### config.mk
export PLATFORM = sky130hd
export DESIGN_NAME = rlbp_readout_seq_flat
export DESIGN_NICKNAME = d
export VERILOG_FILES = /design/src/rtl/rlbp_readout_if.sv /design/src/rtl/rlbp_readout_seq.sv /design/src/flat_wrapper.sv
export SDC_FILE = /design/constraint.sdc
export NUM_CORES = 1
export LEC_CHECK = 0
export ABC_CLOCK_PERIOD_IN_PS = 3000
export BUFFER_PORTS_ARGS = -buffer_cell sky130_fd_sc_hd__clkbuf_2
export CORE_MARGIN = 3
export CORE_UTILIZATION = 50
export CTS_CLUSTER_DIAMETER = 50
export DETAILED_ROUTE_END_ITERATION = 16
export GPL_TIMING_DRIVEN = 0
export PLACE_DENSITY = 0.73
export RECOVER_POWER = 50
export SLEW_MARGIN = 40
export SYNTH_ARGS = -nofsm -noshare
export SYNTH_HDL_FRONTEND = slang
export SYNTH_SLANG_ARGS = --single-unit
### constraint.sdc
create_clock -name wb_clk_i -period 3 [get_ports wb_clk_i]
set_input_delay 0.45 -clock wb_clk_i [delete_from_list [all_inputs] [get_ports wb_clk_i]]
set_output_delay 0.45 -clock wb_clk_i [all_outputs]
set_load 0.02 [all_outputs]
### src/rtl/rlbp_readout_if.sv
// Code delivery handshake between the readout sequencer and its consumer.
interface rlbp_readout_if #(
  parameter int unsigned N_PIX = 12
);
  logic [N_PIX-1:0] code_o;
  logic             code_valid_o;
  logic             code_ready_i;

  modport master (output code_o, code_valid_o, input code_ready_i);
  modport slave  (input code_o, code_valid_o, output code_ready_i);
endinterface

### src/rtl/rlbp_readout_seq.sv
// Ring-LBP photodiode readout sequencer: per-channel S/H reset, sample and compare
// phases with programmable lengths, comparator capture into an N_PIX-bit LBP code.
module rlbp_readout_seq #(
  parameter int unsigned N_PIX = 12,
  parameter int unsigned CNT_W = 8,
  parameter int unsigned CH_W  = 5
) (
  input  logic             wb_clk_i,
  input  logic             wb_rst_i,
  input  logic             start_i,
  input  logic             abort_i,
  input  logic             cont_i,
  input  logic [N_PIX-1:0] ch_mask_i,
  input  logic [CNT_W-1:0] t_rst_i,
  input  logic [CNT_W-1:0] t_sh_i,
  input  logic [CNT_W-1:0] t_cmp_i,
  input  logic             cmp_i,
  output logic             sw1_o,
  output logic             sw2_o,
  output logic             sh_rst_o,
  output logic             sh_o,
  output logic             sh_cmp_o,
  output logic [N_PIX-1:0] pd_a_o,
  output logic [N_PIX-1:0] pd_b_o,
  output logic             busy_o,
  rlbp_readout_if.master   code_if
);

  typedef enum logic [2:0] {
    S_IDLE, S_RST, S_SAMPLE, S_COMPARE, S_LATCH, S_NEXT, S_DONE
  } state_e;

  localparam logic [CH_W-1:0] LAST_CH = CH_W'(N_PIX - 1);

  function automatic logic [CNT_W-1:0] len_m1(input logic [CNT_W-1:0] t);
    return (t == '0) ? '0 : t - CNT_W'(1);
  endfunction

  state_e             state_q, state_d;
  logic [CH_W-1:0]    ch_q, ch_d, ch_inc;
  logic [CNT_W-1:0]   cnt_q, cnt_d;
  logic [N_PIX-1:0]   acc_q, acc_d, code_q, code_d;
  logic [N_PIX-1:0]   mask_q, mask_d;
  logic               cont_q, cont_d;
  logic [CNT_W-1:0]   trst_q, trst_d, tsh_q, tsh_d, tcmp_q, tcmp_d;
  logic               cmp_s1_q, cmp_s2_q;
  logic [N_PIX-1:0]   cur_oh, nxt_oh, d_oh;
  logic               sw1_q, sw2_q, sh_rst_q, sh_q, sh_cmp_q, busy_q, valid_q;
  logic               sw1_d, sw2_d, sh_rst_d, sh_d, sh_cmp_d, busy_d, valid_d;
  logic [N_PIX-1:0]   pd_a_q, pd_b_q, pd_a_d, pd_b_d;

  always_comb begin
    state_d = state_q;
    ch_d    = ch_q;
    cnt_d   = cnt_q;
    acc_d   = acc_q;
    code_d  = code_q;
    mask_d  = mask_q;
    cont_d  = cont_q;
    trst_d  = trst_q;
    tsh_d   = tsh_q;
    tcmp_d  = tcmp_q;
    ch_inc  = ch_q + CH_W'(1);
    cur_oh  = N_PIX'(1) << ch_q;
    nxt_oh  = N_PIX'(1) << ch_inc;

    unique case (state_q)
      S_IDLE: if (start_i) begin
        mask_d  = ch_mask_i;
        cont_d  = cont_i;
        trst_d  = t_rst_i;
        tsh_d   = t_sh_i;
        tcmp_d  = t_cmp_i;
        acc_d   = '0;
        ch_d    = '0;
        cnt_d   = len_m1(t_rst_i);
        state_d = ch_mask_i[0] ? S_RST : S_NEXT;
      end
      S_RST: if (cnt_q == '0) begin
        state_d = S_SAMPLE;
        cnt_d   = len_m1(tsh_q);
      end else cnt_d = cnt_q - CNT_W'(1);
      S_SAMPLE: if (cnt_q == '0) begin
        state_d = S_COMPARE;
        cnt_d   = len_m1(tcmp_q);
      end else cnt_d = cnt_q - CNT_W'(1);
      S_COMPARE: if (cnt_q == '0) state_d = S_LATCH;
                 else cnt_d = cnt_q - CNT_W'(1);
      S_LATCH: begin
        acc_d   = acc_q | ({N_PIX{cmp_s2_q}} & cur_oh);
        state_d = S_NEXT;
      end
      S_NEXT: if (ch_q == LAST_CH) begin
        code_d  = acc_q;
        state_d = S_DONE;
      end else begin
        ch_d    = ch_inc;
        cnt_d   = len_m1(trst_q);
        state_d = (|(mask_q & nxt_oh)) ? S_RST : S_NEXT;
      end
      S_DONE: if (valid_q && code_if.code_ready_i) begin
        if (cont_q) begin
          acc_d   = '0;
          ch_d    = '0;
          cnt_d   = len_m1(trst_q);
          state_d = mask_q[0] ? S_RST : S_NEXT;
        end else state_d = S_IDLE;
      end
      default: state_d = S_IDLE;
    endcase

    // Abort wins over everything but reset; the delivered code survives it.
    if (abort_i) begin
      state_d = S_IDLE;
      code_d  = code_q;
    end

    d_oh     = N_PIX'(1) << ch_d;
    sh_rst_d = (state_d == S_RST);
    sh_d     = (state_d == S_SAMPLE);
    sh_cmp_d = (state_d == S_COMPARE);
    sw1_d    = sh_rst_d | sh_d;
    sw2_d    = sh_cmp_d;
    pd_a_d   = sw1_d ? d_oh : '0;
    pd_b_d   = sw2_d ? d_oh : '0;
    busy_d   = (state_d != S_IDLE);
    // Valid trails DONE entry by one cycle so code_o is settled before it is offered.
    valid_d  = (state_d == S_DONE) && (state_q == S_DONE);
  end

  always_ff @(posedge wb_clk_i) begin
    if (!wb_rst_i) begin
      state_q  <= S_IDLE;
      ch_q     <= '0;
      cnt_q    <= '0;
      acc_q    <= '0;
      code_q   <= '0;
      mask_q   <= '0;
      cont_q   <= 1'b0;
      trst_q   <= '0;
      tsh_q    <= '0;
      tcmp_q   <= '0;
      cmp_s1_q <= 1'b0;
      cmp_s2_q <= 1'b0;
      sw1_q    <= 1'b0;
      sw2_q    <= 1'b0;
      sh_rst_q <= 1'b0;
      sh_q     <= 1'b0;
      sh_cmp_q <= 1'b0;
      pd_a_q   <= '0;
      pd_b_q   <= '0;
      busy_q   <= 1'b0;
      valid_q  <= 1'b0;
    end else begin
      state_q  <= state_d;
      ch_q     <= ch_d;
      cnt_q    <= cnt_d;
      acc_q    <= acc_d;
      code_q   <= code_d;
      mask_q   <= mask_d;
      cont_q   <= cont_d;
      trst_q   <= trst_d;
      tsh_q    <= tsh_d;
      tcmp_q   <= tcmp_d;
      cmp_s1_q <= cmp_i;
      cmp_s2_q <= cmp_s1_q;
      sw1_q    <= sw1_d;
      sw2_q    <= sw2_d;
      sh_rst_q <= sh_rst_d;
      sh_q     <= sh_d;
      sh_cmp_q <= sh_cmp_d;
      pd_a_q   <= pd_a_d;
      pd_b_q   <= pd_b_d;
      busy_q   <= busy_d;
      valid_q  <= valid_d;
    end
  end

  assign sw1_o                = sw1_q;
  assign sw2_o                = sw2_q;
  assign sh_rst_o             = sh_rst_q;
  assign sh_o                 = sh_q;
  assign sh_cmp_o             = sh_cmp_q;
  assign pd_a_o               = pd_a_q;
  assign pd_b_o               = pd_b_q;
  assign busy_o               = busy_q;
  assign code_if.code_o       = code_q;
  assign code_if.code_valid_o = valid_q;

endmodule
### src/flat_wrapper.sv
// flat-port wrapper written by rule: the top's interface ports become plain ports
module rlbp_readout_seq_flat 
#(
  parameter int unsigned N_PIX = 12,
  parameter int unsigned CNT_W = 8,
  parameter int unsigned CH_W  = 5
)
  (wb_clk_i, wb_rst_i, start_i, abort_i, cont_i, ch_mask_i, t_rst_i, t_sh_i, t_cmp_i, cmp_i, sw1_o, sw2_o, sh_rst_o, sh_o, sh_cmp_o, pd_a_o, pd_b_o, busy_o, code_if_code_o, code_if_code_valid_o, code_if_code_ready_i);
  rlbp_readout_if #(.N_PIX(N_PIX)) code_if_i ();
  input  logic wb_clk_i;
  input  logic wb_rst_i;
  input  logic start_i;
  input  logic abort_i;
  input  logic cont_i;
  input  logic [N_PIX-1:0] ch_mask_i;
  input  logic [CNT_W-1:0] t_rst_i;
  input  logic [CNT_W-1:0] t_sh_i;
  input  logic [CNT_W-1:0] t_cmp_i;
  input  logic cmp_i;
  output logic sw1_o;
  output logic sw2_o;
  output logic sh_rst_o;
  output logic sh_o;
  output logic sh_cmp_o;
  output logic [N_PIX-1:0] pd_a_o;
  output logic [N_PIX-1:0] pd_b_o;
  output logic busy_o;
  output wire logic [$bits(code_if_i.code_o)-1:0] code_if_code_o;
  output wire logic [$bits(code_if_i.code_valid_o)-1:0] code_if_code_valid_o;
  input wire logic [$bits(code_if_i.code_ready_i)-1:0] code_if_code_ready_i;
  assign code_if_code_o = code_if_i.code_o;
  assign code_if_code_valid_o = code_if_i.code_valid_o;
  assign code_if_i.code_ready_i = code_if_code_ready_i;
  rlbp_readout_seq #(.N_PIX(N_PIX), .CNT_W(CNT_W), .CH_W(CH_W)) u_core (.wb_clk_i(wb_clk_i), .wb_rst_i(wb_rst_i), .start_i(start_i), .abort_i(abort_i), .cont_i(cont_i), .ch_mask_i(ch_mask_i), .t_rst_i(t_rst_i), .t_sh_i(t_sh_i), .t_cmp_i(t_cmp_i), .cmp_i(cmp_i), .sw1_o(sw1_o), .sw2_o(sw2_o), .sh_rst_o(sh_rst_o), .sh_o(sh_o), .sh_cmp_o(sh_cmp_o), .pd_a_o(pd_a_o), .pd_b_o(pd_b_o), .busy_o(busy_o), .code_if(code_if_i));
endmodule
# Yosys cells after proc, flatten, opt, wreduce, memory -nomap -nowiden
# Index checks and enable logic that the tools add are counted.
[totals]
ff_bits = 109
inputBits = 43
output_inout_bits = 43
wordCells = 101
[classes]
n_addsub = 6
n_eq_ne = 16
shifts = 3
mux = 33
bitwise_logic = 5
reduce_logical = 18
[ops]
columns = ["op", "n"]
rows = [
  ["$mux 8", 11],
  ["$pmux 8 s6", 1],
  ["$logic_not 8->1", 5],
  ["$sub 8x1->8 const B", 5],
  ["$mux 12", 3],
  ["$pmux 12 s3", 1],
  ["$shl 1x5->12 const A", 3],
  ["$mux 3", 11],
  ["$and 12x12->12", 2],
  ["$pmux 3 s7", 1],
  ["$mux 5", 4],
  ["$pmux 5 s3", 1],
  ["$eq 3x2->1 const B", 4],
  ["$eq 3x3->1 const B", 4],
  ["$or 12x12->12", 1],
  ["$reduce_or 12->1", 1],
  ["$eq 3x1->1 const B", 2],
  ["$ne 2x2->1 const B", 3],
  ["$reduce_and 2->1", 3],
  ["$reduce_and 6->1", 1],
  ["$reduce_bool 3->1", 2],
  ["$reduce_bool 6->1", 1],
  ["$add 5x1->5 const B", 1],
  ["$eq 5x4->1 const B", 1],
  ["other kinds (7)", 9],
]

# Depth between registers and ports, before layout
# Gate-level depths: netlist of the first run.
[depth]
depth_word = 11
depth_mapped = 9
depth_no_buf = 8

# Worst setup path after synthesis of the first run
# Ideal clock, no wire load.
[synth_timing]
path_type = "reg2reg"
start = "reg u_core.ch_q[1]"
end = "reg u_core.pd_a_q[6], in the netlist u_core.pd_a_o[6]"
setup_time_ps = 92
arrival_ps = 2053
t_required_ps = 2908
slack_ps = 855
path_stages_with_launch = 9
n_path_buf = 1
period_less_slack_ps = 2145
path_cell_list = "dfxtp_1 > ha_1 > and4bb_2 > or3_1 > o311a_1 > nand2_1 > or2_2 > buf_2 > nor4_1"
[synth_via]
elab_chain_cells = 11
word_cells_on_any_way = 19
cone_classes = "add/sub (1); eq/ne (3); shift (2); mux (9); bitwise (2); reduce/logical (2)"
[synth_lines]
columns = ["item", "line_no", "rtl"]
rows = [
  ["from (decl)", "rlbp_readout_seq.sv:40", "logic [CH_W-1:0] ch_q, ch_d, ch_inc;"],
  ["from (signal assigned)", "rlbp_readout_seq.sv:156", "ch_q <= ch_d;"],
  ["$add 5x1->5", "rlbp_readout_seq.sv:63", "ch_inc = ch_q + CH_W'(1);"],
  ["$shl 1x5->12", "rlbp_readout_seq.sv:65", "nxt_oh = N_PIX'(1) << ch_inc;"],
  ["$and 12x12->12", "rlbp_readout_seq.sv:99", "state_d = (|(mask_q & nxt_oh)) ? S_RST : S_NEXT;"],
  ["$reduce_or 12->1", "rlbp_readout_seq.sv:99", ""],
  ["$mux 3", "rlbp_readout_seq.sv:99", ""],
  ["$mux 3", "rlbp_readout_seq.sv:93", "S_NEXT: if (ch_q == LAST_CH) begin"],
  ["$pmux 3 s7", "rlbp_readout_seq.sv:67", "unique case (state_q)"],
  ["$mux 3", "rlbp_readout_seq.sv:113", "if (abort_i) begin"],
  ["$eq 3x1->1 or $eq 3x2->1 (tied branches)", "rlbp_readout_seq.sv:119, rlbp_readout_seq.sv:120", ""],
  ["$or 1x1->1", "rlbp_readout_seq.sv:122", "sw1_d = sh_rst_d | sh_d;"],
  ["$reduce_and 2->1 (no source line)", "--", ""],
  ["to (signal assigned)", "rlbp_readout_seq.sv:172", "pd_a_q <= pd_a_d;"],
  ["to (decl)", "rlbp_readout_seq.sv:50", "logic [N_PIX-1:0] pd_a_q, pd_b_q, pd_a_d, pd_b_d;"],
]
# Several ways; a longest one is shown, not always the timed one.
# A chain may end at the register's enable or synchronous reset.

# Worst setup path in the final report of the first run
[layout_timing]
start = "reg u_core.ch_q[1]"
end = "reg u_core.pd_b_q[11], in the netlist u_core.pd_b_o[11]"
[layout_via]
elab_chain_cells = 10
word_cells_on_any_way = 17
cone_classes = "add/sub (1); eq/ne (2); shift (2); mux (9); bitwise (1); reduce/logical (2)"
[layout_lines]
columns = ["item", "line_no", "rtl"]
rows = [
  ["$add 5x1->5", "rlbp_readout_seq.sv:63", ""],
  ["$shl 1x5->12", "rlbp_readout_seq.sv:65", ""],
  ["$and 12x12->12", "rlbp_readout_seq.sv:99", ""],
  ["$reduce_or 12->1", "rlbp_readout_seq.sv:99", ""],
  ["$mux 3", "rlbp_readout_seq.sv:99", ""],
  ["$mux 3", "rlbp_readout_seq.sv:93", ""],
  ["$pmux 3 s7", "rlbp_readout_seq.sv:67", ""],
  ["$mux 3", "rlbp_readout_seq.sv:113", ""],
  ["$eq 3x2->1", "rlbp_readout_seq.sv:121", "sh_cmp_d = (state_d == S_COMPARE);"],
  ["$reduce_and 2->1 (no source line)", "--", ""],
  ["to (signal assigned)", "rlbp_readout_seq.sv:173", "pd_b_q <= pd_b_d;"],
  ["to (decl)", "rlbp_readout_seq.sv:50", ""],
]
# Several ways; a longest one is shown, not always the timed one.

==> results of run 1 <==
[worst max-delay path by stage]
stage,from,to,depth (start not counted)
2_1_floorplan,u_core.ch_q[1]$_SDFF_PN0_,u_core.pd_a_o[6]$_SDFF_PN0_,8
3_3_place_gp,u_core.ch_q[1]$_SDFF_PN0_,u_core.sh_rst_o$_SDFF_PN0_,7
3_5_place_dp,u_core.ch_q[1]$_SDFF_PN0_,u_core.pd_a_o[1]$_SDFF_PN0_,8
4_1_cts,u_core.ch_q[1]$_SDFF_PN0_,u_core.pd_a_o[1]$_SDFF_PN0_,8
5_1_grt,u_core.ch_q[0]$_SDFF_PN0_,u_core.pd_b_o[11]$_SDFF_PN0_,7
6_report,u_core.ch_q[1]$_SDFF_PN0_,u_core.pd_b_o[11]$_SDFF_PN0_,7
[flip-flops by register name, indices dropped and copies added, names as in the netlist, 3 cells and up]
signal	count
u_core.ch_q	5
u_core.mask_q	12
u_core.pd_a_o	12
u_core.trst_q	8
u_core.pd_b_o	12
u_core.acc_q	12
u_core.tcmp_q	8
u_core.state_q	3
u_core.cnt_q	8
u_core.code_if.code_o	12
u_core.tsh_q	8
[kinds of logic after synthesis]
logic type               count (synthesis)
AO/OA/AOI/OAI                          153
XOR/XNOR                                19
adder cells (fa/ha/maj)                 17
buffers and inverters                   53
flip-flops                             109
multiplexers                            20
AND/OR/NAND/NOR                        277
[routing by layer]
metal | part of all wire | GRT usage
met1 | 0.44 | 0.2961
met2 | 0.49 | 0.4146
met3 | 0.047 | 0.04052
met4 | 0.019 | 0.08014
met5 | 0 | 0
[power breakdown]
group          leakage (nW)  switching [mW]  internal [mW]  total (mW)
Sequential            0.887          0.0568           1.50        1.55
Combinational          1.30           0.292          0.203       0.494
Clock                 0.122           0.510          0.526        1.04
Total                  2.31           0.859           2.23        3.09
[tightest hold or removal path: stages]
cell,delay [ps]
clkbuf_2,80
nand2_1,40
a21oi_1,50
[metrics by stage]
step           power, mW  instances
6_report           3.086        885
3_5_place_dp       2.079        869
3_3_place_gp       2.067        869
5_1_grt            3.229        885
2_1_floorplan      1.937        648
4_1_cts            3.106        885
[cell usage after synthesis (all sizes together), types with 2 or more instances]
library cell and instances:
nand4 3, mux2i 19, nand2 102, a21o 2
nor3b 6, o22ai 12, a21oi 68, a211oi 7
nand4b 2, nor4 7, o21ai 22, a31o 3
dfxtp 109, inv 24, xnor2 13, a22oi 4
a22o 2, xor2 6, or3 8, or4 4
o211ai 2, a31oi 11, or2 2, nor2 66
nor3 26, nor2b 7, nand3b 4, o221ai 2
nand3 16, buf 11, ha 17, nor4b 3
and3 4, nand2b 7, clkbuf 18, and2 7
[layout make-up]
class                   count  area share
well taps                 136     0.02774
clock buffers              11     0.02468
clock inverters             5     0.01448
inverters                  24     0.01469
multi-input cells         486      0.4782
plain buffers              29     0.02407
repair buffers             85     0.06038
flip-flops and latches    109      0.3558
==> summary.txt, run 1 <==
Worst setup path
  – Crit Path Category: flip-flop to flip-flop
  – WP data arrival: 3020 ps
  – CP Launch Type: flip-flop
  – Worst path cell trace: ha_1 -> and4bb_1 -> nand2_1 -> a221o_1 -> nor2_4 -> nand3_1 -> nor3_1
  – Worst path max stage delay: 490 ps
  – CP bufs+invs: 0
  – Reg2Reg Depth: 7
  – CP delay by family, top: simple AND/OR/NAND/NOR gates
  – Slowest CP cell: dfxtp_1
  – Crit path required time: 3300 ps
  – Worst r2r src: u_core.ch_q[1]$_SDFF_PN0_
  – Reg2reg setup slack: 280 ps
  – CP Max Fanout: 10
  – Reg2reg end: u_core.pd_b_o[11]$_SDFF_PN0_
  – Type of destination of the critical path: flip-flop

Synthesis
  – Flop and latch count out of synthesis: 109
  – Synth Area in Simple Gates: 0.2559
  – Yosys cell types: 72
  – Synth Area in XOR/XNOR: 0.03097
  – Top post-synthesis cells by area: dfxtp_1 41%, nand2_1 7.1%, a21oi_1 6.2%
  – Syn_nets: 708
  – Ys async rst share: 0
  – Post-synthesis mux area share: 0.03749
  – Post-synth top flop: dfxtp_1
  – Seq/Total Area, Yosys: 0.4061
  – Yosys top cell area share: 0.4061
  – Leading area contributor after synthesis: dfxtp_1
  – Main combinational cell family by area after synthesis: simple AND/OR/NAND/NOR gates
  – Post-Syn Instances: 648
  – YS warnings: 0
  – EDFF count, synth: 0
  – Complex-gate fraction of the synthesized area: 0.1840
  – Netlist Area Pre-Place: 0.005373 mm2
  – Synth Area in Adders: 0.03959
  – Average size of a mapped cell: 8.291 um2

Clock network
  – Num CTS Buffers: 9
  – CTS Sinks: 109
  – CTS tree: yes
  – CTS resizes: 0
  – CTS Root Cell: clkbuf_8
  – Hold buffers post-CTS: 0
  – # H-tree levels: 3
  – CTS max path bufs: 2
  – # Post-CTS Setup Buffers: 0
  – Worst-path clk slew: 100 ps
  – Worst-Skew Late Latency: 380 ps

Cells and area
  – Area Growth Syn to Fin: 14.16%
  – Area of the multi-input gates: 0.002933 mm2
  – Final core utilization: 0.5915
  – FF+latch area: 0.002182 mm2
  – Finished Cell Area: 0.006133 mm2
  – # diodes: 0
  – Commonest non-fill, non-tap cell in the layout: dfxtp_1
  – Filler cells: 992
  – Share of cells above drive strength 1: 0.1228
  – Final net count: 804
  – Highest-count cells in the layout ignoring fill and taps: 109 x dfxtp_1, 101 x nand2_1, 67 x a21oi_1, 65 x nor2_1, 64 x clkbuf_1

Floorplanning
  – Core area: 0.01037 mm2
  – Die span in x: 109.7 um
  – # IOs: 86
  – Die area: 0.01203 mm2
  – Starting Density: 0.5181
  – Die H: 109.7 um
  – Num rows: 37

Place
  – Placed Area: 0.005968 mm2
  – DP HPWL: 10.46 mm
  – GP Congestion: 0.9365
  – Port bufs: 85
  – DP Worst Slack: 394.2 ps

Global route
  – Gr ovfl total: 0
  – Largest net degree at the start of global routing: 19
  – Initial antenna violation count: 0
  – First-pass GRT wire length: 22.68 mm
  – Number of global-route vias before repair: 4778
  – Total track usage: 0.2376

Timing
  – Final Hold Fails: 0
  – Worst slew pin tran: 716.7 ps
  – Final setup fails: 0
  – Max Slew Vio Count: 0
  – Slew margin rel.: 0.5200
  – RSZ-0062 raised after global routing: false
  – WHS: 279.1 ps
  – Worst Slack Setup Final: 276.2 ps
  – Min Tclk post-route: 2724 ps
  – Max Freq: 0.3671 GHz
  – Clock Skews: 9.989 ps
  – Crit share post-route: 0.9079
  – Post-Route Setup TNS: 0 ps

Routing
  – DR vias: 4965
  – DRC violation count after routing: 0
  – Initial DRT Pass Iterations: 6
  – Initial DRC count: 290
  – Drt via density: 5.610
  – Post-DRT Antenna Nets: 0
  – Wirelength per Cell: 15.56 um
  – Drt total wl: 13.78 mm

Run status
  – Outcome: finished, final reports clean

Pwr
  – Power Dens Cells: 503.1 mW/mm2
  – IR drop worst, VDD: 299.5 uV
  – Leak: 2.312 nW

Worst hold path
  – WHS Endpoint: u_core.tcmp_q[0]$_SDFFE_PN0P_
  – Hold Path Depth: 3
  – Hold path start: t_cmp_i[0]
  – HP Class: input pin to flip-flop

Job
  – Max cap viols: 0
Note: power is estimated with default switching activity, not from simulation.
==> inputs of run 2 (changes only) <==
CORE_ASPECT_RATIO = 1.1   (was unset)
==> summary.txt, run 2 (same netlist as run 1, synthesis figures left out) <==
Routing
  – DRC violation count after routing: 0 (unchanged)
  – Drt via density: 5.598 (-0.23%)
  – Initial DRT Pass Iterations: 7 (+1)
  – Wirelength per Cell: 15.55 um (-0.11%)
  – Post-DRT Antenna Nets: 0 (unchanged)
  – DR vias: 4993 (+0.56%)
  – Initial DRC count: 261 (-10%)
  – Drt total wl: 13.87 mm (+0.68%)

Timing
  – Final Hold Fails: 0 (unchanged)
  – Worst slew pin tran: 764.3 ps (+47.60 ps)
  – WHS: 303.4 ps (+24.29 ps)
  – Clock Skews: 10.88 ps (+0.8933 ps)
  – Min Tclk post-route: 2680 ps (-43.74 ps)
  – Max Slew Vio Count: 0 (unchanged)
  – Worst Slack Setup Final: 319.9 ps (+43.74 ps)
  – Crit share post-route: 0.8934 (-0.01458)
  – Slew margin rel.: 0.4881 (-0.03188)
  – Final setup fails: 0 (unchanged)
  – Max Freq: 0.3731 GHz (+1.6%)
  – RSZ-0062 raised after global routing: false
  – Post-Route Setup TNS: 0 ps (unchanged)

Cells and area
  – Share of cells above drive strength 1: 0.1242 (+0.001335)
  – Final core utilization: 0.5961 (+0.004636)
  – Non-filler instance count after layout: 892 (+0.79%)
  – Area Growth Syn to Fin: 15.86%
  – Final net count: 804 (unchanged)
  – Filler cells: 1048 (+5.6%)
  – # diodes: 0 (unchanged)
  – Commonest non-fill, non-tap cell in the layout: dfxtp_1
  – Finished Cell Area: 0.006225 mm2 (+1.5%)
  – Highest-count cells in the layout ignoring fill and taps: 109 x dfxtp_1, 101 x nand2_1, 67 x a21oi_1, 65 x nor2_1, 63 x clkbuf_1

Pwr
  – Power Total: 3.326 mW (+7.8%)
  – IR drop worst, VDD: 281.3 uV (-6.1%)
  – Leak: 2.349 nW (+1.6%)
  – Power Dens Cells: 534.3 mW/mm2 (+6.2%)

Worst hold path
  – Hold Path Depth: 2 (-1)
  – HP Class: input pin to flip-flop

Job
  – Max cap viols: 0 (unchanged)

Floorplanning
  – Starting Density: 0.5145 (-0.003600)
  – Die area: 0.01203 mm2 (about the same)
  – Core area: 0.01044 mm2 (+0.70%)
  – # IOs: 86 (unchanged)
  – Die span in x: 104.8 um (-4.4%)
  – Die H: 114.7 um (+4.6%)
  – Num rows: 39 (+5.4%)

Place
  – Placed Area: 0.005977 mm2 (+0.15%)
  – DP HPWL: 10.43 mm (-0.25%)
  – Post-Place Cells: 876 (+0.81%)
  – Port bufs: 85 (unchanged)
  – DP Worst Slack: 403.9 ps (+9.736 ps)
  – GP Congestion: 0.8958 (-4.3%)

Global route
  – Number of global-route vias before repair: 4829 (+1.1%)
  – Total track usage: 0.2333 (-0.004305)
  – Initial antenna violation count: 0 (unchanged)
  – First-pass GRT wire length: 22.74 mm (+0.27%)
  – Gr ovfl total: 0 (unchanged)
  – Largest net degree at the start of global routing: 21 (+2)

Worst setup path
  – Slowest CP cell: dfxtp_1
  – WP data arrival: 2960 ps (-60 ps)
  – Reg2Reg Depth: 7 (unchanged)
  – Type of destination of the critical path: flip-flop
  – CP Max Fanout: 10 (unchanged)
  – Crit Path Category: flip-flop to flip-flop
  – Worst path cell trace: ha_1 -> and4bb_1 -> nand2_1 -> a221o_1 -> nor2_4 -> nand3_1 -> nor3_1
  – Crit path required time: 3280 ps (-20 ps)
  – Worst path max stage delay: 480 ps (about the same)
  – CP Launch Type: flip-flop

Clock network
  – CTS Sinks: 109 (unchanged)
  – Num CTS Buffers: 9 (unchanged)
  – CTS Root Cell: clkbuf_16
  – Worst-path clk slew: 80 ps (-20 ps)
  – # H-tree levels: 3 (unchanged)
  – Worst-Skew Late Latency: 350 ps (-30 ps)
  – # Post-CTS Setup Buffers: 0 (unchanged)
  – CTS resizes: 0 (unchanged)
  – Hold buffers post-CTS: 0 (unchanged)
  – CTS max path bufs: 2 (unchanged)
  – CTS tree: yes

Run status
  – Outcome: finished, final reports clean
==> run 2: changes by cell type in the layout (fill, tap and decap cells not counted) <==
cell and change:
and2_0 +2, and2_1 -2, buf_2 +1, buf_6 -1, bufinv_16 -1, clkbuf_1 -1, clkbuf_16 +9, clkbuf_2 +1
clkbuf_8 -10, clkinv_8 +2, inv_6 +1, inv_8 -1
==> run 2: power by group <==
group	internal (mW)	leakage [nW]	switching [mW]
combinational	0.201	1.30	0.295
clock	0.693	0.159	0.583
sequential	1.50	0.887	0.0574
total	2.39	2.35	0.935
==> run 2: layout make-up <==
cell class | instances | area [um2] | share of cell area
plain buffers | 29 | 141.4 | 0.02271
clock buffers | 10 | 239.0 | 0.03839
clock inverters | 6 | 88.84 | 0.01427
inverters | 24 | 90.09 | 0.01447
multi-input cells | 486 | 2933 | 0.4712
flip-flops and latches | 109 | 2182 | 0.3506
well taps | 143 | 178.9 | 0.02874
repair buffers | 85 | 371.6 | 0.05970
==> run 2: critical path, delay by kind of cell (launching register included) <==
| kind | cells | cell delay, ps |
|---|---|---|
| fa+ha+maj | 1 | 450 |
| compound gates | 1 | 470 |
| flops | 1 | 480 |
| simple gates | 5 | 1200 |
==> run 2: final timing paths <==
path                                                 start                            to  slack, ps
worst max-delay path             u_core.ch_q[1]$_SDFF_PN0_  u_core.pd_b_o[11]$_SDFF_PN0_        320
worst min-delay path                                 cmp_i    u_core.cmp_s1_q$_SDFF_PN0_        300
worst min register to register  u_core.cmp_s1_q$_SDFF_PN0_    u_core.cmp_s2_q$_SDFF_PN0_        440
worst max register to register   u_core.ch_q[1]$_SDFF_PN0_  u_core.pd_b_o[11]$_SDFF_PN0_        320
==> run 2: routing by layer <==
metal | GRT usage | vias to the layer above | wire, um
li1 | - | 2476 | -
met1 | 0.2700 | 2306 | 5740
met2 | 0.4215 | 174 | 6959
met3 | 0.03892 | 37 | 680
met4 | 0.1102 | 0 | 487
met5 | 0 | - | 0
